[src/rtl/rf_read_port_arbiter.sv]
// rf_read_port_arbiter: round-robin sequencer sharing one register-file read mux among N_REQ requesters.
// A grant drives the mux select; the mux output is captured one cycle later and pulsed back to the winner.
module rf_read_port_arbiter #(
    parameter int DATA_WIDTH = 32,
    parameter int ADDR_WIDTH = 5,
    parameter int N_REQ      = 4
) (
    input  logic                        CLK,
    input  logic                        RST,
    input  logic [N_REQ-1:0]            REQ,
    input  logic [N_REQ*ADDR_WIDTH-1:0] ADDR,
    output logic [ADDR_WIDTH-1:0]       MUX_S,
    input  logic [DATA_WIDTH-1:0]       MUX_Y,
    output logic [N_REQ-1:0]            GNT,
    output logic [DATA_WIDTH-1:0]       RDATA,
    output logic [N_REQ-1:0]            RVALID,
    output logic                        BUSY
);
    localparam int PW = $clog2(N_REQ);
    localparam logic [0:0] IDLE = 1'b0;
    localparam logic [0:0] READ = 1'b1;

    logic [0:0]       state;
    logic [PW-1:0]    ptr;
    logic [PW-1:0]    win;
    logic [PW-1:0]    idx;
    logic             found;
    logic [N_REQ-1:0] req_m;

    // GNT is only nonzero in READ, so this masks the requester currently being served
    assign req_m = REQ & ~GNT;
    assign BUSY  = state == READ;

    always_comb begin
        win   = ptr;
        idx   = ptr;
        found = 1'b0;
        for (int k = 1; k <= N_REQ; k++) begin
            idx = PW'((int'(ptr) + k) % N_REQ);
            if (!found && req_m[idx]) begin
                win   = idx;
                found = 1'b1;
            end
        end
    end

    always_ff @(posedge CLK or posedge RST) begin
        if (RST) begin
            state  <= IDLE;
            ptr    <= PW'(N_REQ - 1);
            MUX_S  <= '0;
            GNT    <= '0;
            RDATA  <= '0;
            RVALID <= '0;
        end else begin
            RVALID <= GNT;
            if (state == READ)
                RDATA <= MUX_Y;
            state <= found ? READ : IDLE;
            GNT   <= found ? N_REQ'(1) << win : '0;
            if (found) begin
                MUX_S <= ADDR[int'(win)*ADDR_WIDTH +: ADDR_WIDTH];
                ptr   <= win;
            end
        end
    end
endmodule

[config.mk]
export PLATFORM = sky130hd
export DESIGN_NAME = rf_read_port_arbiter
export DESIGN_NICKNAME = d
export VERILOG_FILES = /design/src/rtl/rf_read_port_arbiter.sv
export SDC_FILE = /design/constraint.sdc
export NUM_CORES = 1
export LEC_CHECK = 0
export ABC_CLOCK_PERIOD_IN_PS = 2600
export BUFFER_PORTS_ARGS = -buffer_cell sky130_fd_sc_hd__buf_2
export CELL_PAD_IN_SITES_DETAIL_PLACEMENT = 0
export CELL_PAD_IN_SITES_GLOBAL_PLACEMENT = 1
export CORE_MARGIN = 2
export CORE_UTILIZATION = 37
export DETAILED_ROUTE_END_ITERATION = 16
export HOLD_SLACK_MARGIN = 0.03
export MAX_ROUTING_LAYER = met4
export PLACE_DENSITY = 0.88
export SKIP_CTS_REPAIR_TIMING = 1
export SYNTH_ARGS = -nofsm -noshare
export SYNTH_HDL_FRONTEND = slang
export SYNTH_SLANG_ARGS = --single-unit
export TNS_END_PERCENT = 30
[constraint.sdc]
create_clock -name CLK -period 2.6 [get_ports CLK]
set_input_delay 0.39 -clock CLK [delete_from_list [all_inputs] [get_ports CLK]]
set_output_delay 0.39 -clock CLK [all_outputs]
set_load 0.1 [all_outputs]
==> results of run 1 <==
## cell families (layout without fill, tap and decap cells)
kind of cell / count (synthesis) / after routing / synth area share
flip-flops: 48 / 48 / 0.586
multiplexers: 42 / 42 / 0.224
AO/OA/AOI/OAI: 34 / 34 / 0.108
AND/OR/NAND/NOR: 20 / 20 / 0.0536
buffers and inverters: 13 / 117 / 0.0274
## report_power, final
part           internal [W]  switching [W]
combinational      0.000426        0.00166
clock              0.000286       0.000235
sequential         0.000944       0.000105
## layout by cell type (no fill, tap or decap), drive strengths merged
cell       n
buf      105
o21bai     1
a41oi      1
bufinv     1
nand2b     4
a2bb2oi    1
or3b       1
nor4b      1
and2       2
mux2      32
nor2b      1
a21o       1
nor2       8
clkbuf     6
a211oi     5
o2bb2ai    1
a21oi     10
mux2i     10
nand2      2
o21a       2
o21ai     12
inv        4
nand3      1
dfrtp     46
clkinv     1
dfstp      2
## layout make-up
class	instances	area [um2]	share of cell area
clock buffers	6	72.6	0.0265
clock inverters	2	35.0	0.0128
inverters	4	15.0	0.00548
multi-input cells	96	793	0.289
flip-flops and latches	48	1200	0.439
well taps	72	90.1	0.0329
repair buffers	105	531	0.194
## per-stage QoR
| stage | setup slack, ns | instance area (um2) | util | std cells | total power, W |
|---|---|---|---|---|---|
| final | 0.694 | 2740 | 0.504 | 333 | 0.00365 |
| after CTS | 0.675 | 2740 | 0.504 | 333 | 0.00369 |
| after global placement | 0.765 | 2630 | 0.484 | 325 | 0.00314 |
| after detailed placement | 0.662 | 2630 | 0.484 | 325 | 0.00316 |
| after global routing | 0.507 | 2740 | 0.504 | 333 | 0.00382 |
| after floorplan | 0.470 | 2050 | - | 157 | 0.00284 |
## flip-flops by register name, summed over array words and instances (netlist names)
signal and flops:
RDATA 32, MUX_S 5, GNT 4, RVALID 4
ptr 2, BUSY 1
## worst paths after layout
| kind | startpoint | endpoint | slack [ns] | cells past startpoint |
|---|---|---|---|---|
| setup reg to reg | GNT[1] | MUX_S[0] | 0.69 | 5 |
| min in group CLK | MUX_Y[15] | RDATA[15] | 0.32 | 2 |
| hold / removal | RST | RDATA[14] | 0.08 | 2 |
| hold reg to reg | GNT[0] | RVALID[0] | 0.39 | 0 |
| max in group asynchronous | RST | ptr[0] | 1.76 | 3 |
| setup / recovery | GNT[1] | MUX_S[0] | 0.69 | 5 |
## layer usage
layer	part of all wire	global-route usage
met1	0.44	0.177
met3	0.064	0.0299
met2	0.49	0.235
met5	0	-
met4	0.0054	0.0526
## critical path, stage by stage (launching register included)
cell and delay, ns:
sky130_fd_sc_hd__dfrtp_1 0.41, sky130_fd_sc_hd__nand2b_1 0.32, sky130_fd_sc_hd__a2bb2oi_1 0.23, sky130_fd_sc_hd__o21ai_4 0.44, sky130_fd_sc_hd__mux2i_1 0.15, sky130_fd_sc_hd__a211oi_1 0.25
==> impl.org, run 1 <==
** Global routing
- In the global route stage, overall resource usage came out at 0.144.
- After global routing the overflow that remains totals 0.
- The first global-routing pass estimated 6770 um of wire.
- The number of antenna violations at the first check in global routing came to 0.
- Entering global routing, the biggest net connects 34 pins.
- The number of global-route vias before repair is around 1500.

** CTS
- TritonCTS buffer count :: 5
- Clock tree from TritonCTS :: done
- Clk Tree Root Cell :: sky130_fd_sc_hd__clkbuf_8
- After clock tree synthesis, the clock-pin slew on the worst setup and hold paths is 0.08 ns.
- Source-to-sink clock delay at the later pin of the worst-skew pair :: about 0.29 ns
- Number of H-tree branching levels :: 2
- The tree built by TritonCTS fans out to between 40 and 50 sinks.
- No sink is reached through more buffers than the 2 on the longest clock path.

** Worst setup path
- Kind of start point of the critical path :: flop
- Critical path data arrival time :: between 2 and 2.5 ns
- Critical path class :: reg2reg
- Critical path capture point type :: flop
- In this run the worst path has a maximum fanout of 15.
- STA puts the critical path data required time at 2.80 ns.

** Timing
- Final setup fails :: 0
- Between clock sinks in the finished design, the worst skew comes to between 0.005 and 0.006 ns.
- WHS :: between 0.08 and 0.09 ns
- Fraction of the cycle the final worst path needs :: 0.733
- Setup repair after global routing missed its margin :: no
- The routed design could run at a clock period as short as approximately 1.9 ns.
- Slew at the pin closest to its max-slew limit :: 0.517 ns
- Tightest slew margin relative to the limit :: 0.654
- Derived from the worst setup path, the maximum achievable clock frequency is ~520 MHz.
- Final Hold Vio Count :: 0
- Summed over all failing endpoints, the final setup total negative slack is 0 ns.
- The max-slew violation total from the final report is 0.

** Yosys
- Count of state elements after synthesis :: 48
- sky130_fd_sc_hd__dfrtp_1 is the most common cell in the netlist.
- Total nets after synthesis :: about 220
- The share of synthesized area in the top cell type comes to 0.561.
- Cell count after synthesis :: around 160
- In the synthesized netlist the async set-or-reset flop fraction comes to 1.00.
- Yosys attributes the largest share of cell area to sky130_fd_sc_hd__dfrtp_1, sky130_fd_sc_hd__mux2_2, sky130_fd_sc_hd__mux2i_1.
- Of the synthesized area, sequential elements account for 0.586.
- Commonest cells post-synth :: sky130_fd_sc_hd__dfrtp_1, sky130_fd_sc_hd__mux2_2, sky130_fd_sc_hd__o21ai_0, sky130_fd_sc_hd__a21oi_1, sky130_fd_sc_hd__mux2i_1
- A synthesized cell averages about 13 um2.
- During synthesis, Yosys emitted a total of 0 warnings.
- The biggest area contributor in the post-synthesis netlist is sky130_fd_sc_hd__dfrtp_1.
- Post-Syn Area :: around 2100 um2
- Counting flops with a built-in enable in the synthesized netlist gives 0.
- Most instantiated flip-flop cell in the synthesis netlist :: sky130_fd_sc_hd__dfrtp_1
- The synthesized netlist contains 26 unique library cells.

** Floorplan
- I/O pin count :: about 100
- Overall die height :: 78.5 um
- In this run the standard cell core region covers 5440 um2.
- The initial utilization of the core area, before any placement, comes to 0.378.
- Die W :: 78.5 um
- Die Outline Area :: just over 6000 um2
- Site Rows :: 27

** Cells and area
- Relative to the synthesized area, the layout overhead comes to 33.5%.
- The number of antenna diodes in the final layout is 0.
- Ratio of cells with drive above 1 in the final layout :: 0.575
- The final layout contains roughly 320 nets.
- Filler cells :: about 520

** Power
- Power per cell area :: about 1300 nW/um2
- Max rail drop VDD :: about 0.00063 V
- Static leakage power :: ~1.4 nW

** Drt
- Drt wl/cell :: between 10 and 15 um
- Across all layers, the routed design uses 1575 vias.
- Dividing the detail-routed via count by the number of cells gives ~4.7.
- The detailed router finished its first iteration with between 50 and 60 violations.
- Antenna viol nets, final :: 0
- The final layout contains routed wiring with a total length of approximately 4200 um.
- Count of TritonRoute iterations in the first routing pass :: 4
- DRC Markers :: 0

** Place
- Routability Congestion :: ~0.75
- Port-buffer cells :: 103
- Post-detail-place hpwl :: roughly 3200 um

** Min path
- HP Class :: in2async

** Run
- Across the run, the number of max-cap violations was 0.

** Run status
- Result of the run :: complete, no violations
Note: power is estimated with default switching activity, not from simulation.
==> run 2: changes to the inputs <==
Settings changed: ABC_CLOCK_PERIOD_IN_PS 2600 to 2000, CORE_UTILIZATION 37 to 34, PLACE_DENSITY 0.88 to 0.82.
Clock period 2.6 ns to 2 ns, I/O delays scaled along.
==> run 2 against run 1 <==
Register-to-register slack worse by 0.48 ns; worst setup slack got worse by 0.48 ns; global-route usage rose by 0.37 points; non-clock buffer count increased by 2; critical path type unchanged.
==> impl.org, run 2 (synthesis gave the netlist of run 1 again) <==
** Run status
- Result of the run :: complete, no violations

** Place
- Port buffering added between 100 and 150 buffers.
- After detailed placement, the total cell area comes to 2670 um2.
- At the end of routability-driven placement, the weighted congestion stood at roughly 0.73.
- Post-detail-place hpwl :: around 3600 um

** Floorplan
- Measured along the y axis, the die boundary spans between 80 and 90 um.
- The initialized floorplan defines 28 standard-cell rows.
- CORE AREA :: between 5000 and 6000 um2
- In this run the horizontal extent of the chip is just over 80 um.
- Starting density of the core :: 0.349
- The die covers around 6700 um2.
- 104 I/O pins were placed.

** Drt
- For this block, the initial DRC count from the detailed router was 55.
- Antenna viol nets, final :: 0
- The final route contains 1591 vias.
- Detailed Route WL :: ~4700 um
- After detailed routing, the average wire length per cell comes to between 10 and 15 um.
- DRC Markers :: 0
- Via-to-Cell Ratio :: 4.71
- Count of TritonRoute iterations in the first routing pass :: 4

** Worst setup path
- The critical path starts at ptr[1].
- Kind of start point of the critical path :: flop
- Critical path data arrival time :: between 1.5 and 2 ns
- Critical path capture point type :: flop
- Critical path data required time :: about 2.2 ns
- The slowest stage of the critical path is the sky130_fd_sc_hd__dfstp_2 cell.
- Following the worst setup path forward leads to its endpoint at MUX_S[1].
- Critical path class :: reg2reg
- The critical path goes through inv_1, a2bb2oi_1, o21ai_4, mux2i_1, a211oi_1.
- Together, buffers and inverters on the worst path number 1.
- For this run, the slowest stage of the critical path takes just under 0.6 ns.
- The startpoint identified for the worst register-to-register timing path is ptr[1].
- Register-to-Register Setup Slack :: around 0.22 ns
- Critical path fanouts, max :: 15
- The worst register-to-register path has a depth of 5.
- WP depth :: 5
- The endpoint identified for the worst register-to-register timing path is MUX_S[1].
- Grouping stages by cell kind, the critical path spends the most delay in compound AO/OA/AOI/OAI gates.

** Cells and area
- Counting flops per register, the top entry is RDATA.
- Final Instance Area :: about 2800 um2
- Relative to the synthesized area, the layout overhead comes to 35.9%.
- The net count of the finished layout is 320.
- In the final layout, the registers with the most flip-flops are RDATA x32, MUX_S x5.
- Utilization of the core after routing :: 0.474
- Most frequent standard cell in the layout excluding fill and tap cells :: sky130_fd_sc_hd__buf_2
- Ratio of cells with drive above 1 in the final layout :: 0.589
- In the layout the commonest cells are sky130_fd_sc_hd__buf_2, sky130_fd_sc_hd__dfrtp_1, sky130_fd_sc_hd__mux2_2.
- Number of flip-flops under the largest register name :: 32
- Antenna Diode Count :: 0

** Run
- Max-cap violation count :: 0

** CTS
- The cell sitting at the root of the clock tree is a sky130_fd_sc_hd__clkbuf_8.
- The H-tree was split into 2 levels.
- Clock tree from TritonCTS :: done
- Max Root-Sink Buffers :: 2
- The later pin in the worst-skew pair is clocked with a latency of about 0.3 ns.
- Count of clock tree sinks :: 48
- TritonCTS buffer count :: 5
- After clock tree synthesis, the clock-pin slew on the worst setup and hold paths is roughly 0.09 ns.

** Global routing
- Number of antenna violations at the first check in global routing :: 0
- Entering global routing, the biggest net connects 34 pins.
- The first global-routing pass estimated 7220 um of wire.
- Across every metal layer, demand over resource in global routing totals 0.147.
- Summed over all layers, the global routing overflow is 0.
- The number of global-route vias before repair was around 1500.

** Timing
- The smallest clock period supported by the final layout is computed as between 1.5 and 2 ns.
- After routing, the total negative slack on setup checks comes to 0 ns.
- Highest clock rate :: between 500 and 600 MHz
- Of the available clock period, the critical path in the final layout requires 0.892.
- Slew at the pin closest to its max-slew limit :: between 0.5 and 0.6 ns
- Setup repair after global routing left no endpoint under its margin.
- Measured against its own limit, the worst slew margin works out to 0.631.
- Final setup fails :: 0
- The max-slew violation total from the final report was 0.
- Clock skew on the completed layout was measured at between 0.004 and 0.005 ns.
- The number of hold violations in the final report was 0.

** Power
- Max rail drop VDD :: ~0.00068 V
- In this run the power density over the cells is around 1700 nW/um2.
- For this design the static power due to leakage is ~1.4 nW.

** Min path
- HP Class :: in2async
## run 2: cell types whose count changed in the layout (fill, tap and decap cells not counted)
cell / before / now
sky130_fd_sc_hd__buf_4: 2 / 4
sky130_fd_sc_hd__dfrtp_1: 46 / 44
sky130_fd_sc_hd__dfrtp_2: 0 / 2
sky130_fd_sc_hd__buf_12: 0 / 1
sky130_fd_sc_hd__buf_2: 103 / 102
sky130_fd_sc_hd__clkbuf_1: 1 / 0
sky130_fd_sc_hd__clkbuf_8: 5 / 6
sky130_fd_sc_hd__clkinv_2: 1 / 0
sky130_fd_sc_hd__clkinv_4: 0 / 1
## run 2: worst min path at each step
stage | endpoint | cells past startpoint | start
2_1_floorplan | RDATA[14] | 1 | MUX_Y[14]
3_3_place_gp | RDATA[6] | 2 | RST
3_5_place_dp | RDATA[6] | 2 | RST
4_1_cts | MUX_S[3] | 2 | RST
5_1_grt | RDATA[6] | 2 | RST
6_report | MUX_S[3] | 2 | RST
## run 2: area by class of cell
type                    count  area, um2
clock buffers               6       82.6
clock inverters             2       38.8
well taps                  75       93.8
inverters                   4       15.0
flip-flops and latches     48       1210
fillers                   556       3100
repair buffers            107        561
multi-input cells          96        793
## run 2: report_power, final
| part | switching, W | internal, W | leakage (nW) |
|---|---|---|---|
| registers | 0.000134 | 0.00123 | 0.561 |
| logic | 0.00219 | 0.000577 | 0.751 |
| clock network | 0.000320 | 0.000409 | 0.0614 |
## run 2: per-stage QoR
stage | power, W | hold slack [ns] | setup WS [ns] | std cells
floorplan | 0.00370 | 0.452 | 0.0130 | 157
global route | 0.00508 | 0.0861 | 0.111 | 338
detailed placement | 0.00417 | 0.377 | 0.191 | 330
global placement | 0.00412 | 0.371 | 0.322 | 330
CTS | 0.00490 | 0.0509 | 0.203 | 338
finish | 0.00486 | 0.0428 | 0.216 | 338
## run 2: routing by layer
layer	vias up	track usage	part of all wire
li1	765	-	-
met1	737	0.178	0.42
met2	81	0.225	0.45
met3	8	0.0385	0.10
met4	0	0.0817	0.024
met5	-	-	0
==> run 3: changes to the inputs <==
--- a/config.mk
+++ b/config.mk
@@ -13,2 +13,3 @@
 export CORE_UTILIZATION = 34
+export CTS_CLUSTER_SIZE = 8
 export DETAILED_ROUTE_END_ITERATION = 16
==> constraint.sdc (replaced) <==
create_clock -name CLK -period 2 [get_ports CLK]
set_input_delay 0.6 -clock CLK [delete_from_list [all_inputs] [get_ports CLK]]
set_output_delay 0.6 -clock CLK [all_outputs]
set_load 0.1 [all_outputs]
==> run 3 against run 2 <==
Critical path depth stayed put; clock-buffer cell count is 1 lower; clock skew is 0.0061 ns higher; worst setup slack lost 0.012 ns; cell area is 1.6% higher; sequential power about the same; global-route usage fell by 1.1 points; first-iteration DRC count down 20%; combinational power barely moved; utilization up 0.77 points; fmax decreased by 0.67%; routed wire length is 4.8% lower; critical endpoint is now MUX_S[0].
==> impl.org, run 3 (synthesis gave the netlist of run 1 again) <==
** Run status
- The run finished with clean final reports.

** Cells and area
- Ratio of cells with drive above 1 in the final layout :: 0.591
- Once layout is complete, the cells apart from fillers number between 300 and 400.
- After routing the design area is roughly 2800 um2.
- The largest registers in the layout are RDATA x32, MUX_S x5.
- In the final design database the tool counted about 320 nets.
- Most frequent cells in the layout :: sky130_fd_sc_hd__buf_2, sky130_fd_sc_hd__dfrtp_1, sky130_fd_sc_hd__mux2_2
- RDATA holds more flip-flops than any other register.
- Area growth syn-to-layout :: 38.1%
- Number of flip-flops under the largest register name :: 32
- Most frequent standard cell in the layout excluding fill and tap cells :: sky130_fd_sc_hd__buf_2
- Utilization of the core after routing :: 0.482
- Antenna Diode Count :: 0

** Place
- After legalization and detailed placement, the total HPWL measured 3510 um.
- Port-buffer cells :: roughly 100
- Including well taps, the total number of placed cells is about 330.
- Post-DP Area :: between 2000 and 3000 um2
- Routability Congestion :: around 0.8

** Drt
- Vias post-DR :: 1553
- Count of TritonRoute iterations in the first routing pass :: 4
- Antenna viol nets, final :: 0
- After detailed routing, the total wire length is ~4500 um.
- The first routing iteration left 44 violations.
- Drt wl/cell :: 13.2 um
- DRC Markers :: 0
- Via-to-Cell Ratio :: approximately 4.6

** CTS
- Count of clock tree sinks :: 48
- TritonCTS created 5 clock buffers.
- Max Root-Sink Buffers :: 2
- Number of H-tree branching levels :: 2
- The later pin in the worst-skew pair is clocked with a latency of ~0.29 ns.
- Clk Tree Root Cell :: sky130_fd_sc_hd__clkbuf_8
- Clock tree from TritonCTS :: done
- After clock tree synthesis, the clock-pin slew on the worst setup and hold paths is 0.09 ns.

** Power
- Across the VDD grid, the largest voltage drop is roughly 0.0009 V.
- For this design the ratio of total power to cell area is 1780 nW/um2.
- Net Sw Power :: roughly 0.0026 W
- Internal portion of total power :: about 0.0024 W
- Part of the total power dissipated in sequential elements :: 0.271
- Sw Share :: 0.519
- Of the total power, the clock network draws 0.185.
- Of the total power, combinational logic draws 0.544.
- Static leakage power :: 1.40 nW

** Timing
- Setup Total Neg Slack :: 0 ns
- Clock tree skew after final layout :: around 0.010 ns
- Slew at the pin closest to its max-slew limit :: about 0.57 ns
- Setup repair after global routing missed its margin :: no
- Final setup fails :: 0
- Count of pins over their slew limit :: 0
- Final Hold Vio Count :: 0
- Highest clock rate :: roughly 560 MHz
- The clock period could shrink to 1.80 ns.
- In the finished design, the share of the clock period the worst path needs comes to 0.898.
- In this run the tightest slew margin relative to its limit is 0.621.

** Worst setup path
- The critical path is of the reg2reg type.
- Critical path data required time :: 2.21 ns
- For the worst setup path, the data arrival time is approximately 2.0 ns.
- Critical path capture point type :: flop
- Critical path fanouts, max :: 15
- Kind of start point of the critical path :: flop

** Global routing
- Number of antenna violations at the first check in global routing :: 0
- Global routing usage summed across all routing layers :: 0.136
- Summed over all layers, the global routing overflow is 0.
- Vias in the first global route :: ~1400
- The first global-routing pass estimated between 6000 and 7000 um of wire.
- Entering global routing, the biggest net connects 33 pins.

** Floorplan
- The floorplan step set the die width to slightly above 80 um.
- The floorplan step defined a die boundary enclosing between 6000 and 7000 um2.
- Overall die height :: roughly 80 um
- CORE AREA :: approximately 6000 um2
- Starting density of the core :: 0.349
- Site Rows :: 28
- I/O pin count :: roughly 100

** Min path
- HP Class :: in2async

** Run
- Max-cap violations in this run came to 0.
==> run 3: cell types whose count changed in the layout (fill, tap and decap cells not counted) <==
cell                        change
sky130_fd_sc_hd__buf_4          +1
sky130_fd_sc_hd__clkbuf_8       -1
sky130_fd_sc_hd__bufinv_16      +2
sky130_fd_sc_hd__clkinv_4       -1
==> run 3: power groups by stage <==
stage / clock, W / combinational, W / sequential [W]
2_1_floorplan: 0 / 0.000733 / 0.00297
3_3_place_gp: 0 / 0.00274 / 0.00138
3_5_place_dp: 0 / 0.00277 / 0.00139
4_1_cts: 0.000963 / 0.00277 / 0.00137
5_1_grt: 0.00101 / 0.00288 / 0.00140
6_report: 0.000935 / 0.00275 / 0.00137
==> run 3: layout make-up <==
cell class,instances,area (um2)
fill,539,3050
sequential,48,1210
multi-input combinational,96,793
timing repair buffer,108,568
tap,75,93.8
clock inverter,3,90.1
clock buffer,5,68.8
inverter,4,15.0
==> run 3: per-layer routing <==
| metal | global-route usage | up-vias | part of all wire |
|---|---|---|---|
| met2 | 0.232 | 80 | 0.46 |
| met5 | - | - | 0 |
| met1 | 0.160 | 700 | 0.43 |
| met3 | 0.0341 | 6 | 0.10 |
| li1 | - | 767 | - |
| met4 | 0.0400 | 0 | 0.010 |
==> run 3: critical path, stage by stage (launching register included) <==
cell and delay (ns):
sky130_fd_sc_hd__dfstp_2 0.60, sky130_fd_sc_hd__inv_1 0.05, sky130_fd_sc_hd__a2bb2oi_1 0.16, sky130_fd_sc_hd__o21ai_4 0.47, sky130_fd_sc_hd__mux2i_1 0.18, sky130_fd_sc_hd__a211oi_1 0.25
==> run 3: through the flow <==
step	worst slack, ns	total power [W]	hold slack [ns]
6_report	0.204	0.00505	0.255
5_1_grt	0.0379	0.00530	0.264
4_1_cts	0.194	0.00510	0.253
3_5_place_dp	-0.0480	0.00416	0.375
3_3_place_gp	0.0430	0.00412	0.371
2_1_floorplan	0.0130	0.00370	0.497
==> run 3: worst paths after layout <==
path	from	to	slack, ns	depth (start not counted)
max	ptr[1]	MUX_S[0]	0.20	5
min reg2reg	GNT[0]	RVALID[0]	0.39	0
min	RST	RDATA[13]	0.25	2
min in group CLK	GNT[0]	RVALID[0]	0.39	0
max reg2reg	ptr[1]	MUX_S[0]	0.20	5
max in group asynchronous	RST	ptr[0]	1.18	3
